### config.mk
export PLATFORM = sky130hd
export DESIGN_NAME = lcd_lh507x_rx
export DESIGN_NICKNAME = d
export VERILOG_FILES = /design/src/rtl/lcd_lh507x_rx.sv
export SDC_FILE = /design/constraint.sdc
export NUM_CORES = 1
export LEC_CHECK = 0
export ABC_AREA = 0
export CORE_ASPECT_RATIO = 0.7
export CORE_MARGIN = 2
export CORE_UTILIZATION = 45
export CTS_BUF_LIST = sky130_fd_sc_hd__clkbuf_8
export CTS_CLUSTER_DIAMETER = 30
export CTS_CLUSTER_SIZE = 16
export DETAILED_ROUTE_END_ITERATION = 7
export HOLD_SLACK_MARGIN = 0.02
export PLACE_DENSITY = 0.67
export SLEW_MARGIN = 0
export SYNTH_ARGS = -nofsm -noshare
export SYNTH_HDL_FRONTEND = slang
export SYNTH_SLANG_ARGS = --single-unit
### constraint.sdc
create_clock -name clk -period 5 [get_ports clk]
set_input_delay 1.5 -clock clk [delete_from_list [all_inputs] [get_ports clk]]
set_output_delay 1.5 -clock clk [all_outputs]
set_load 0.03 [all_outputs]
### src/rtl/lcd_lh507x_rx.sv
`default_nettype none
// ============================================================================
// Module : lcd_lh507x_rx
// Brief  : LH507x-style LCD panel receiver; rebuilds pixel stream + framing errors.
// Rev    : 1.0 - initial release
// ============================================================================
module lcd_lh507x_rx #(
   parameter int H_PIXELS = 160,
   parameter int V_LINES  = 144
) (
   input  logic       clk,
   input  logic       reset,
   input  logic       lcd_clk,
   input  logic       lcd_latch,
   input  logic       lcd_altsig,
   input  logic       lcd_ctrl,
   input  logic       lcd_hsync,
   input  logic       lcd_vsync,
   input  logic [1:0] lcd_data,
   input  logic       clr_err,
   output logic       disp_on,
   output logic       px_valid,
   output logic [1:0] px,
   output logic [7:0] px_x,
   output logic [7:0] px_y,
   output logic       frame_start,
   output logic       line_done,
   output logic       err_line,
   output logic       err_frame,
   output logic       err_alt
);
   localparam logic [1:0] c_st_idle   = 2'd0;
   localparam logic [1:0] c_st_wait   = 2'd1;
   localparam logic [1:0] c_st_active = 2'd2;
   localparam logic [7:0] c_h         = 8'(H_PIXELS);
   localparam logic [7:0] c_v         = 8'(V_LINES);

   // Pin vector: [7] ctrl, [6] altsig, [5] vsync, [4] hsync, [3] latch, [2] lcd_clk, [1:0] data
   logic [7:0] w_pins;
   logic [7:0] r_sync1, r_sync2;
   logic [4:0] r_sync3;
   logic       r_pclk_fall, r_latch_rise, r_hs_rise, r_vs_rise;
   logic [1:0] r_data;
   logic       w_ctrl, w_alt;

   logic [1:0] r_state, w_state_nxt;
   logic       w_in_wait, w_in_active;

   logic [7:0] r_x, r_y, w_x_nxt, w_y_nxt, w_x_tmp;
   logic       r_alt_rec;
   logic       w_pix, w_fs, w_ld, w_ev_line, w_ev_frame, w_ev_alt;

   logic       r_disp_on, r_px_valid, r_frame_start, r_line_done;
   logic [1:0] r_px;
   logic [7:0] r_px_x, r_px_y;
   logic       r_err_line, r_err_frame, r_err_alt;

   assign w_pins = {lcd_ctrl, lcd_altsig, lcd_vsync, lcd_hsync, lcd_latch, lcd_clk, lcd_data};
   assign w_ctrl = r_sync2[7];
   assign w_alt  = r_sync3[4];

   always_ff @(posedge clk or negedge reset) begin
      if (!reset) begin
         r_sync1      <= '0;
         r_sync2      <= '0;
         r_sync3      <= '0;
         r_pclk_fall  <= 1'b0;
         r_latch_rise <= 1'b0;
         r_hs_rise    <= 1'b0;
         r_vs_rise    <= 1'b0;
         r_data       <= '0;
      end else begin
         r_sync1      <= w_pins;
         r_sync2      <= r_sync1;
         r_sync3      <= r_sync2[6:2];
         r_pclk_fall  <= ~r_sync2[2] &  r_sync3[0];
         r_latch_rise <=  r_sync2[3] & ~r_sync3[1];
         r_hs_rise    <=  r_sync2[4] & ~r_sync3[2];
         r_vs_rise    <=  r_sync2[5] & ~r_sync3[3];
         r_data       <=  r_sync2[1:0];
      end
   end

   always_ff @(posedge clk or negedge reset) begin
      if (!reset) r_state <= c_st_idle;
      else        r_state <= w_state_nxt;
   end

   always_comb begin
      w_state_nxt = r_state;
      if (!w_ctrl) begin
         w_state_nxt = c_st_idle;
      end else begin
         case (r_state)
            c_st_idle:   w_state_nxt = c_st_wait;
            c_st_wait:   if (r_vs_rise) w_state_nxt = c_st_active;
            c_st_active: w_state_nxt = c_st_active;
            default:     w_state_nxt = c_st_idle;
         endcase
      end
   end

   always_comb begin
      w_in_wait   = (r_state == c_st_wait);
      w_in_active = (r_state == c_st_active);
   end

   // Same-cycle priority: vsync masks latch/hsync; pixel counts before latch; hsync clears last.
   always_comb begin
      w_x_nxt    = r_x;
      w_y_nxt    = r_y;
      w_x_tmp    = r_x;
      w_pix      = 1'b0;
      w_fs       = 1'b0;
      w_ld       = 1'b0;
      w_ev_line  = 1'b0;
      w_ev_frame = 1'b0;
      w_ev_alt   = 1'b0;
      if (!w_ctrl) begin
         w_x_nxt = '0;
         w_y_nxt = '0;
      end else if ((w_in_wait || w_in_active) && r_vs_rise) begin
         w_ev_frame = w_in_active && (r_y != c_v);
         w_ev_alt   = w_in_active && (w_alt == r_alt_rec);
         w_x_nxt    = '0;
         w_y_nxt    = '0;
         w_fs       = 1'b1;
      end else if (w_in_active) begin
         if (r_pclk_fall) begin
            if (r_y >= c_v)     w_ev_frame = 1'b1;
            else if (r_x < c_h) w_pix      = 1'b1;
            w_x_tmp = (r_x == 8'hFF) ? r_x : r_x + 8'd1;
         end
         if (r_latch_rise) begin
            w_ev_line = (w_x_tmp != c_h);
            w_ld      = 1'b1;
            w_x_tmp   = '0;
            w_y_nxt   = (r_y == 8'hFF) ? r_y : r_y + 8'd1;
         end
         if (r_hs_rise) w_x_tmp = '0;
         w_x_nxt = w_x_tmp;
      end
   end

   always_ff @(posedge clk or negedge reset) begin
      if (!reset) begin
         r_x           <= '0;
         r_y           <= '0;
         r_alt_rec     <= 1'b0;
         r_disp_on     <= 1'b0;
         r_px_valid    <= 1'b0;
         r_frame_start <= 1'b0;
         r_line_done   <= 1'b0;
         r_px          <= '0;
         r_px_x        <= '0;
         r_px_y        <= '0;
         r_err_line    <= 1'b0;
         r_err_frame   <= 1'b0;
         r_err_alt     <= 1'b0;
      end else begin
         r_x           <= w_x_nxt;
         r_y           <= w_y_nxt;
         r_disp_on     <= w_ctrl;
         r_px_valid    <= w_pix;
         r_frame_start <= w_fs;
         r_line_done   <= w_ld;
         if (w_fs) r_alt_rec <= w_alt;
         if (w_pix) begin
            r_px   <= r_data;
            r_px_x <= r_x;
            r_px_y <= r_y;
         end
         // An error event in the same cycle as clr_err keeps the flag set.
         r_err_line  <= w_ev_line  | (r_err_line  & ~clr_err);
         r_err_frame <= w_ev_frame | (r_err_frame & ~clr_err);
         r_err_alt   <= w_ev_alt   | (r_err_alt   & ~clr_err);
      end
   end

   assign disp_on     = r_disp_on;
   assign px_valid    = r_px_valid;
   assign px          = r_px;
   assign px_x        = r_px_x;
   assign px_y        = r_px_y;
   assign frame_start = r_frame_start;
   assign line_done   = r_line_done;
   assign err_line    = r_err_line;
   assign err_frame   = r_err_frame;
   assign err_alt     = r_err_alt;
endmodule
`default_nettype wire

# [Word-level counts from Yosys, hierarchy flattened]
# Cells that the tools add are included.
[totals] reg_bits=71 input_bits=11 output_inout_bits=25 word_cells=99
[op_classes] addsub=2 magnitude_cmp=2 eq_ne=11 muxes=41 bitwise_logic=15 n_reduce_logical=6
[ops] op="two-way mux 8 bit" count=15
[ops] op="two-way mux 1 bit" count=23
[ops] op="adder 8 x 1 -> 8 bit (second input constant)" count=2
[ops] op="equality test 8 bit (second input constant)" count=2
[ops] op="inequality test 8 bit (second input constant)" count=2
[ops] op=">= comparator 8 bit (second input constant)" count=1
[ops] op="< comparator 8 bit (second input constant)" count=1
[ops] op="bitwise AND 1 bit" count=7
[ops] op="inequality test 3 x 1 -> 1 bit (second input constant)" count=2
[ops] op="inequality test 3 bit (second input constant)" count=2
[ops] op="case mux 2 bit (3 select lines)" count=1
[ops] op="NOT 1 bit" count=5
[ops] op="two-way mux 2 bit" count=2
[ops] op="logical AND 1 bit" count=3
[ops] op="OR 1 bit" count=3
[ops] op="AND reduction 3 bit" count=1
[ops] op="equality test 2 x 1 -> 1 bit (second input constant)" count=1
[ops] op="equality test 2 bit (second input constant)" count=1
[ops] op="zero test 2 bit" count=1
[ops] op="equality test 1 bit" count=1
[ops] op="logical OR 1 bit" count=1

# [Depth between registers and ports, before layout]
# Gate-level depths: netlist of run 1.
[logic_depth] word_depth=12 depth_mapped=9 depth_no_buf=7

# [Worst setup path after synthesis of run 1]
# Ideal clock, no wire load.
[synth_timing] kind="input-to-reg" from="input port clr_err" to="register r_err_line (netlist: err_line)" arrival_time_ps=2065 path_slack_ps=2809 stages=4 path_buffers=0 cell_sequence="nor2b_1 a21oi_1 o2111ai_1 o32a_1"
[synth_via] elab_chain_cells=3
[synth_lines] item="from (decl)" line="20" source="input logic clr_err,"
[synth_lines] item="NOT 1 bit" line="174" source="r_err_line <= w_ev_line | (r_err_line & ~clr_err);"
[synth_lines] item="bitwise AND 1 bit" line="174"
[synth_lines] item="OR 1 bit" line="174"
[synth_lines] item="to (signal assigned)" line="174"
[synth_lines] item="to (decl)" line="56" source="logic r_err_line, r_err_frame, r_err_alt;"
# Every way passes these cells.
# A chain may end at the register's enable or synchronous reset.

# [Worst setup path after layout of run 1]
[layout_timing] from="register r_px_y[4] (netlist: px_y[4])" to="output port px_y[4]"
[layout_rtl] item="from (decl)" line="55" source="logic [7:0] r_px_x, r_px_y;"
[layout_rtl] item="from (signal assigned)" line="171" source="r_px_y <= r_y;"
[layout_rtl] item="to (decl)" line="25" source="output logic [7:0] px_y,"
# No word-level cell between the ends.

==> results of run 1 <==
## registers in the layout (all words and copies together), names as in the netlist, 2 cells and up
register  count
r_y           8
r_data        2
r_sync3       5
px            2
r_x           8
r_state       2
r_sync2       8
px_x          8
r_sync1       8
px_y          8
## report_power, final
part	switching (W)	internal [W]	total, W
Clock	0.000221	0.000231	0.000451
Sequential	0.0000211	0.000609	0.000631
Combinational	0.000108	0.0000854	0.000194
## cell type report
cell class              count  area [um^2]  area share [%]
inverters                  10         37.5            1.07
clock inverters             7         73.8            2.10
flip-flops and latches     71         1780            50.5
repair buffers             36          353            10.0
clock buffers               9          124            3.52
well taps                  78         97.6            2.77
multi-input cells         147         1050            30.0
## cell families (layout without fill, tap and decap cells)
| kind of cell | after synthesis | in the layout |
|---|---|---|
| AOI/OAI and AO/OA | 36 | 36 |
| xor gates and xnor gates | 8 | 8 |
| adders and majority gates | 6 | 6 |
| buffers and inverters | 22 | 62 |
| DFF | 71 | 71 |
| muxes | 22 | 22 |
| and+or+nand+nor | 75 | 75 |
## metrics by stage
step                      util, %  hold WS, ns  instances  worst slack, ns
after floorplan                 -        0.331        240             2.81
after global placement       52.6        0.331        342             2.29
after detailed placement     52.6        0.335        342             2.26
after CTS                    55.8        0.353        358             2.08
after global routing         55.8        0.360        358             2.04
final                        55.8        0.350        358             2.09
## routing by layer
metal  part of all wire, %  track usage [%]  wire (um)  up-vias
li1                      -                -          -      895
met1                    48             21.0       2350      934
met2                    45             23.0       2220       42
met3                   5.2             5.76        256        8
met4                   1.4             6.31         70        0
met5                     0                0          0        -
## worst min path at each step
stage / start / to / slack [ns] / cells past startpoint
after floorplan: r_sync2[0]$_DFF_PN0_ / r_data[0]$_DFF_PN0_ / 0.33 / 0
after global placement: r_sync2[6]$_DFF_PN0_ / r_sync3[4]$_DFF_PN0_ / 0.33 / 0
after detailed placement: r_sync2[1]$_DFF_PN0_ / r_data[1]$_DFF_PN0_ / 0.33 / 0
after CTS: r_sync1[2]$_DFF_PN0_ / r_sync2[2]$_DFF_PN0_ / 0.35 / 0
after global routing: r_sync1[2]$_DFF_PN0_ / r_sync2[2]$_DFF_PN0_ / 0.36 / 0
final: r_sync1[2]$_DFF_PN0_ / r_sync2[2]$_DFF_PN0_ / 0.35 / 0
## cell usage in the layout, fill, tap and decap left out, drive strengths merged, types with 2 or more instances in the layout
cell / n
nand3: 12
ha: 6
and3: 5
clkinvlp: 3
clkbuf: 9
xnor2: 4
and2: 2
buf: 2
nor2: 15
a31oi: 4
nand2b: 2
a21oi: 13
and4: 2
a21o: 2
a311oi: 2
nand4: 5
inv: 12
clkdlybuf4s50: 34
nand2: 17
nor2b: 10
dfrtp: 71
o21ai: 6
mux2: 16
mux2i: 6
xor2: 4
==> flow_metrics.py, run 1 <==
metrics = {
    "clock_network": {
        "ctsLongestPathBuffers": 2,
        "insertion_delay_ns": 0.35,
        "ctsHtreeMaxLevel": 3,
        "cts-resized-gates": 0,
        "cts-root-buf": "clkbuf_8",
        "numCtsBuffers": 9,
        "post-cts-setup-buffers": 0,
        "cts.clk_slew.worst_paths_ns": 0.08,
        "ctsHoldBuffers": 0,
        "cts_tree": "built",
        "clock_sinks": 71,
    },
    "worst_setup_path": {
        "r2r-start": "r_state[0]$_DFFE_PN0P_",
        "critPathKind": "reg -> out",
        "path_depth": 1,
        "critPathMaxStageDelay_ns": 0.68,
        "cp_max_fo": 2,
        "r2r_cells": 6,
        "cp_cell_sequence": "clkdlybuf4s50_1",
        "crit_path_end_kind": "output port",
        "critPathLaunchType": "register",
        "crit_path_start": "px_y[4]$_DFFE_PN0P_",
        "cp.buffers_inverters": 1,
        "crit_family": "buffers and inverters",
        "rrSetupSlack_ns": 2.32,
        "r2r_end": "px_x[2]$_DFFE_PN0P_",
        "crit_arrival_ns": 1.41,
        "required_ns": 3.50,
        "slowest_stage": "clkdlybuf4s50_1",
        "endpoint": "px_y[4]",
    },
    "yosys": {
        "syn_inst": 240,
        "synthArstFlopShare_pct": 100,
        "yosysTopAreaCell": "dfrtp_1",
        "synth_commonest_cells": "dfrtp_1 (71), nand2_1 (17), nor2_1 (15)",
        "ys_seq_area_share_pct": 60.0,
        "yosysUniqueCellTypes": 41,
        "synth_top_area_share_pct": 60.0,
        "ys_top_cells_by_area": "dfrtp_1 (60%), mux2_4 (6.6%), ha_1 (2.5%)",
        "muxShareOfSynthArea_pct": 9.77,
        "synthAdderAreaFrac_pct": 2.54,
        "synth_xor_area_share_pct": 2.37,
        "syn_avg_cell_area_um2": 12.3,
        "yosys_warnings": 0,
        "synth_top_family_by_area": "simple AND/OR/NAND/NOR gates",
        "ys.flop_type": "dfrtp_1",
        "syn_area_um2": 2960,
        "synth-compound-area-share_pct": 7.78,
        "synth-seq-cells": 71,
        "yosys.area_share.simple_pct": 13.2,
        "yosysMostFrequentCell": "dfrtp_1",
        "syn_nets": 257,
        "synth_edf_count": 0,
    },
    "sta": {
        "setup_viol": 0,
        "max_freq_ghz": 0.344,
        "setup_tns_ns": 0,
        "worst_pin_slew_ns": 1.12,
        "final_hold_viol_count": 0,
        "skew_ns": 0.0129,
        "rsz0062_at_grt": "false",
        "slew_headroom_pct": 25.1,
        "fin_crit_sh_pct": 58.1,
        "slew_viol_final": 0,
        "post-route-min-period_ns": 2.91,
    },
    "die": {
        "die_h_um": 71.8,
        "die_w_um": 101,
        "start_util_pct": 46.9,
        "io_pins": 36,
        "dieArea_um2": 7250,
        "fp.coreArea_um2": 6310,
        "row_count": 24,
    },
    "finish": {
        "fillers": 536,
        "antenna_cells": 0,
        "drive_above_1_share_pct": 12.9,
        "fin_nets": 292,
        "final_area_um2": 3520,
        "area_growth_pct": 18.9,
    },
    "power": {
        "finalPower_w": 0.00128,
        "peakVddDrop_uv": 176,
        "power_density_nw_per_um2": 363,
        "p_leak_nw": 1.61,
    },
    "detailed_routing": {
        "first_pass_iters": 4,
        "drt_drc_violations_left": 0,
        "wl_per_cell_um": 13.7,
        "viasPerCell": 5.25,
        "vias": 1879,
        "drtIter0Drc": 105,
        "drt.antenna.violating_nets": 0,
        "wirelength_mm": 4.89,
    },
    "global_route": {
        "grt_usage_pct": 15.6,
        "antenna_found_initial": 0,
        "gr-total-overflow": 0,
        "grt_max_degree": 38,
        "grt_pass1_wl_mm": 8.64,
        "grt_pass1_vias": 1826,
    },
    "placement": {
        "placed_area_um2": 3320,
        "hpwlAfterDp_mm": 3.30,
        "gp_congestion": 0.885,
        "port_buffers": 35,
    },
    "run": {
        "maxCapViolCount": 0,
    },
    "run_status": {
        "outcome": "completed",
    },
    "worst_hold_path": {
        "hp-class": "reg -> reg",
    },
}
Note: power is estimated with default switching activity, not from simulation.
==> run 2: changes to the inputs <==
clock period = 2.78 ns   (was 5 ns; I/O delays follow)
==> flow_metrics.py, run 2 (synthesis results as in run 1) <==
metrics = {
    "run_status": {
        "outcome": "completed",
    },
    "placement": {
        "port_buffers": 35,
        "placed_cells": 345,
        "hpwlAfterDp_mm": 3.59,
        "place_worst_setup_slack_ns": 0.513,
        "gp_congestion": 0.870,
    },
    "worst_setup_path": {
        "r2r-start": "r_state[0]$_DFFE_PN0P_",
        "cp_max_fo": 15,
        "r2r_cells": 7,
        "rrSetupSlack_ns": 0.50,
        "critPathLaunchType": "register",
        "endpoint": "px_y[6]$_DFFE_PN0P_",
        "r2r_end": "px_y[6]$_DFFE_PN0P_",
        "required_ns": 3.01,
        "crit_path_start": "r_state[0]$_DFFE_PN0P_",
        "crit_arrival_ns": 2.51,
        "critPathKind": "reg -> reg",
        "crit_path_end_kind": "register",
    },
    "die": {
        "die_w_um": 101,
        "io_pins": 36,
        "dieArea_um2": 7250,
        "die_h_um": 71.8,
        "row_count": 24,
        "fp.coreArea_um2": 6310,
        "start_util_pct": 46.9,
    },
    "sta": {
        "setup_tns_ns": 0,
        "fin_crit_sh_pct": 82.1,
        "worst_pin_slew_ns": 0.486,
        "slew_viol_final": 0,
        "setup_viol": 0,
        "skew_ns": 0.00519,
        "max_freq_ghz": 0.438,
        "setup_slack_ns": 0.497,
        "final_hold_viol_count": 0,
        "post-route-min-period_ns": 2.28,
        "slew_headroom_pct": 67.4,
        "rsz0062_at_grt": "false",
    },
    "clock_network": {
        "ctsLongestPathBuffers": 2,
        "clock_sinks": 71,
        "cts.clk_slew.worst_paths_ns": 0.08,
        "ctsHtreeMaxLevel": 3,
        "post-cts-setup-buffers": 0,
        "insertion_delay_ns": 0.34,
        "ctsHoldBuffers": 0,
        "cts-resized-gates": 0,
        "cts_tree": "built",
        "numCtsBuffers": 9,
        "cts-root-buf": "clkbuf_8",
    },
    "power": {
        "p_leak_nw": 1.62,
        "pwr-share-seq_pct": 50.9,
        "p_clk_share_pct": 33.1,
        "p_int_w": 0.00159,
        "power_density_nw_per_um2": 631,
        "p_sw_w": 0.000643,
        "p_comb_share_pct": 16.0,
        "peakVddDrop_uv": 385,
        "p_sw_share_pct": 28.8,
    },
    "detailed_routing": {
        "wl_per_cell_um": 14.9,
        "viasPerCell": 5.33,
        "first_pass_iters": 4,
        "wirelength_mm": 5.38,
        "drtIter0Drc": 83,
        "drt.antenna.violating_nets": 0,
        "vias": 1925,
        "drt_drc_violations_left": 0,
    },
    "global_route": {
        "grt_pass1_wl_mm": 9.27,
        "grt_usage_pct": 16.9,
        "gr-total-overflow": 0,
        "grt_pass1_vias": 1919,
        "grt_max_degree": 72,
        "antenna_found_initial": 0,
    },
    "worst_hold_path": {
        "hp-class": "reg -> reg",
        "worstHoldStart": "r_sync2[6]$_DFF_PN0_",
    },
    "finish": {
        "seq_area_um2": 1780,
        "fin_nets": 295,
        "multi_input_area_um2": 1050,
        "drive_above_1_share_pct": 14.1,
        "antenna_cells": 0,
        "fillers": 565,
        "finalNonFillerCells": 361,
        "final_cell_mix": "dfrtp_1 (71), clkdlybuf4s50_1 (34), nand2_1 (17), nor2_1 (15)",
        "layout_commonest_cell": "dfrtp_1",
        "area_growth_pct": 19.4,
    },
    "run": {
        "maxCapViolCount": 0,
    },
}
[run 2: changes by cell type in the layout (fill, tap and decap cells not counted), sizes merged]
cell and delta:
inv +1, clkinvlp -1, clkinv +1, bufinv -1, buf +3
[run 2: layout make-up]
| type | instances | area share [%] |
|---|---|---|
| flip-flops and latches | 71 | 50.3 |
| clock buffers | 9 | 3.51 |
| inverters | 10 | 1.06 |
| multi-input cells | 147 | 29.9 |
| well taps | 78 | 2.76 |
| repair buffers | 39 | 11.0 |
| clock inverters | 7 | 1.56 |
[run 2: per-layer routing]
metal  wire, um  GRT usage [%]
met4         29           4.35
met2       2530           25.0
met3        309           7.80
met5          0              0
met1       2500           22.8
[run 2: through the flow]
| step | power (W) | instance area [um^2] | util, % | hold WS, ns |
|---|---|---|---|---|
| after floorplan | 0.00139 | 2960 | - | 0.331 |
| after global routing | 0.00236 | 3530 | 56.0 | 0.360 |
| after CTS | 0.00227 | 3530 | 56.0 | 0.354 |
| final | 0.00223 | 3530 | 56.0 | 0.351 |
| after global placement | 0.00150 | 3350 | 53.2 | 0.331 |
| after detailed placement | 0.00152 | 3350 | 53.2 | 0.335 |
[run 2: how the worst min path moves through the flow]
stage,end,slack [ns],cells past startpoint
3_3_place_gp,r_sync3[4]$_DFF_PN0_,0.33,0
6_report,r_sync3[4]$_DFF_PN0_,0.35,0
5_1_grt,r_data[0]$_DFF_PN0_,0.36,0
3_5_place_dp,r_data[1]$_DFF_PN0_,0.33,0
4_1_cts,r_sync2[2]$_DFF_PN0_,0.35,0
2_1_floorplan,r_data[0]$_DFF_PN0_,0.33,0
[run 2: worst max-delay path: stages, from the launching register on]
cell,delay [ns]
dfrtp_1,0.38
inv_1,0.07
ha_1,0.32
nand2_1,0.14
nand2_1,0.26
or3_1,0.46
buf_4,0.22
mux2_4,0.31
[run 2: power groups by stage]
stage | Sequential, W | Clock [W] | Combinational, W
2_1_floorplan | 0.00119 | 0 | 0.000201
3_3_place_gp | 0.00115 | 0 | 0.000349
3_5_place_dp | 0.00116 | 0 | 0.000361
4_1_cts | 0.00114 | 0.000769 | 0.000362
5_1_grt | 0.00114 | 0.000818 | 0.000394
6_report | 0.00113 | 0.000737 | 0.000357
==> run 3: changes to the inputs <==
clock period = 2.11 ns   (was 2.78 ns; I/O delays follow)
==> flow_metrics.py, run 3 (synthesis results as in run 1) <==
metrics = {
    "die": {
        "die_w_um": 101,
        "io_pins": 36,
        "die_h_um": 71.8,
        "row_count": 24,
        "fp.coreArea_um2": 6310,
        "start_util_pct": 46.9,
        "dieArea_um2": 7250,
    },
    "global_route": {
        "grt_busiest_layer": "met2",
        "met3_usage_pct": 7.02,
        "grt_usage_pct": 16.4,
        "grt_util_met1_pct": 22.8,
        "use_met2_pct": 24.0,
        "grt_max_degree": 72,
        "antenna_found_initial": 0,
        "grt_pass1_vias": 1854,
        "gr-total-overflow": 0,
        "grt_pass1_wl_mm": 9.07,
    },
    "detailed_routing": {
        "wirelength_mm": 5.23,
        "drt.antenna.violating_nets": 0,
        "drt_drc_violations_left": 0,
        "vias": 1919,
        "drtIter0Drc": 48,
        "first_pass_iters": 4,
        "wl_per_cell_um": 14.3,
        "viasPerCell": 5.24,
    },
    "run": {
        "maxCapViolCount": 0,
    },
    "clock_network": {
        "cts_tree": "built",
        "insertion_delay_ns": 0.35,
        "cts.clk_slew.worst_paths_ns": 0.08,
        "numCtsBuffers": 9,
        "ctsHtreeMaxLevel": 3,
        "cts-resized-gates": 0,
        "clock_sinks": 71,
        "ctsLongestPathBuffers": 2,
        "ctsHoldBuffers": 0,
        "cts-root-buf": "clkbuf_8",
    },
    "worst_setup_path": {
        "crit_arrival_ns": 1.41,
        "critPathKind": "reg -> out",
        "cp_max_fo": 2,
        "critPathMaxStageDelay_ns": 0.68,
        "cp_cell_sequence": "clkdlybuf4s50_1",
        "rrSetupSlack_ns": 0.10,
        "critPathLaunchType": "register",
        "crit_path_start": "px_y[5]$_DFFE_PN0P_",
        "required_ns": 1.48,
        "crit_family": "buffers and inverters",
        "r2r-start": "r_state[0]$_DFFE_PN0P_",
        "crit_path_end_kind": "output port",
        "cp.buffers_inverters": 1,
        "slowest_stage": "clkdlybuf4s50_1",
    },
    "finish": {
        "layout_commonest_cell": "dfrtp_1",
        "fin_util_pct": 57.6,
        "fillers": 543,
        "finalNonFillerCells": 366,
        "antenna_cells": 0,
        "area_growth_pct": 22.7,
        "fin_nets": 300,
        "final_cell_mix": "dfrtp_1 (71), clkdlybuf4s50_1 (34), nand2_1 (17), nor2_1 (15)",
        "drive_above_1_share_pct": 15.6,
    },
    "power": {
        "finalPower_w": 0.00321,
        "peakVddDrop_uv": 663,
        "power_density_nw_per_um2": 884,
        "p_leak_nw": 1.68,
    },
    "sta": {
        "setup_tns_ns": 0,
        "post-route-min-period_ns": 2.04,
        "rsz0062_at_grt": "false",
        "final_hold_viol_count": 0,
        "worst_pin_slew_ns": 0.506,
        "slew_headroom_pct": 66.1,
        "setup_viol": 0,
        "slew_viol_final": 0,
        "max_freq_ghz": 0.491,
        "skew_ns": 0.0103,
        "fin_crit_sh_pct": 96.6,
    },
    "placement": {
        "gp_congestion": 0.854,
        "port_buffers": 35,
        "placed_cells": 349,
        "hpwlAfterDp_mm": 3.44,
    },
    "worst_hold_path": {
        "hp-class": "in -> async",
    },
    "run_status": {
        "outcome": "completed",
    },
}
-- run 3: changes by cell type in the layout (fill, tap and decap cells not counted), sizes merged --
cell / before / now
clkinv: 2 / 1
buf: 5 / 10
clkinvlp: 2 / 1
bufinv: 0 / 2
-- run 3: per-layer routing --
layer / up-vias / routed length (um)
met3: 6 / 258
met5: - / 0
li1: 917 / -
met4: 0 / 54
met1: 958 / 2500
met2: 38 / 2410
-- run 3: area by class of cell --
type	count	area (um^2)	area share (%)
clock buffers	9	124	3.41
repair buffers	44	438	12.1
well taps	78	97.6	2.69
clock inverters	7	103	2.83
inverters	10	37.5	1.03
flip-flops and latches	71	1780	48.9
multi-input cells	147	1050	29.0
-- run 3: timing repair --
item	4_1_cts	5_1_grt
endpoints found under the setup margin	0	4
hold endpoints to repair	0	0
setup buffers	0	1
-- run 3: metrics by stage --
stage	hold WS [ns]	worst slack, ns	cell area, um^2
after floorplan	0.331	0.156	2960
after global placement	0.333	0.164	3400
after detailed placement	0.336	0.100	3400
after CTS	0.300	0.0451	3620
after global routing	0.314	0.00669	3630
final	0.291	0.0713	3630
-- run 3: final timing paths --
check                                        to  cells after the start
setup / recovery                        px_y[5]                      1
hold / removal             r_sync2[0]$_DFF_PN0_                      2
setup reg to reg            px_x[0]$_DFFE_PN0P_                      7
hold reg to reg            r_sync2[0]$_DFF_PN0_                      0
max in group asynchronous   r_vs_rise$_DFF_PN0_                      2
min in group clk           r_sync2[0]$_DFF_PN0_                      0
-- run 3: where the power goes --
group / switching (W) / internal [W] / total [W]
registers: 0.0000449 / 0.00144 / 0.00149
clock network: 0.000535 / 0.000679 / 0.00121
logic: 0.000281 / 0.000228 / 0.000508
total: 0.000860 / 0.00235 / 0.00321
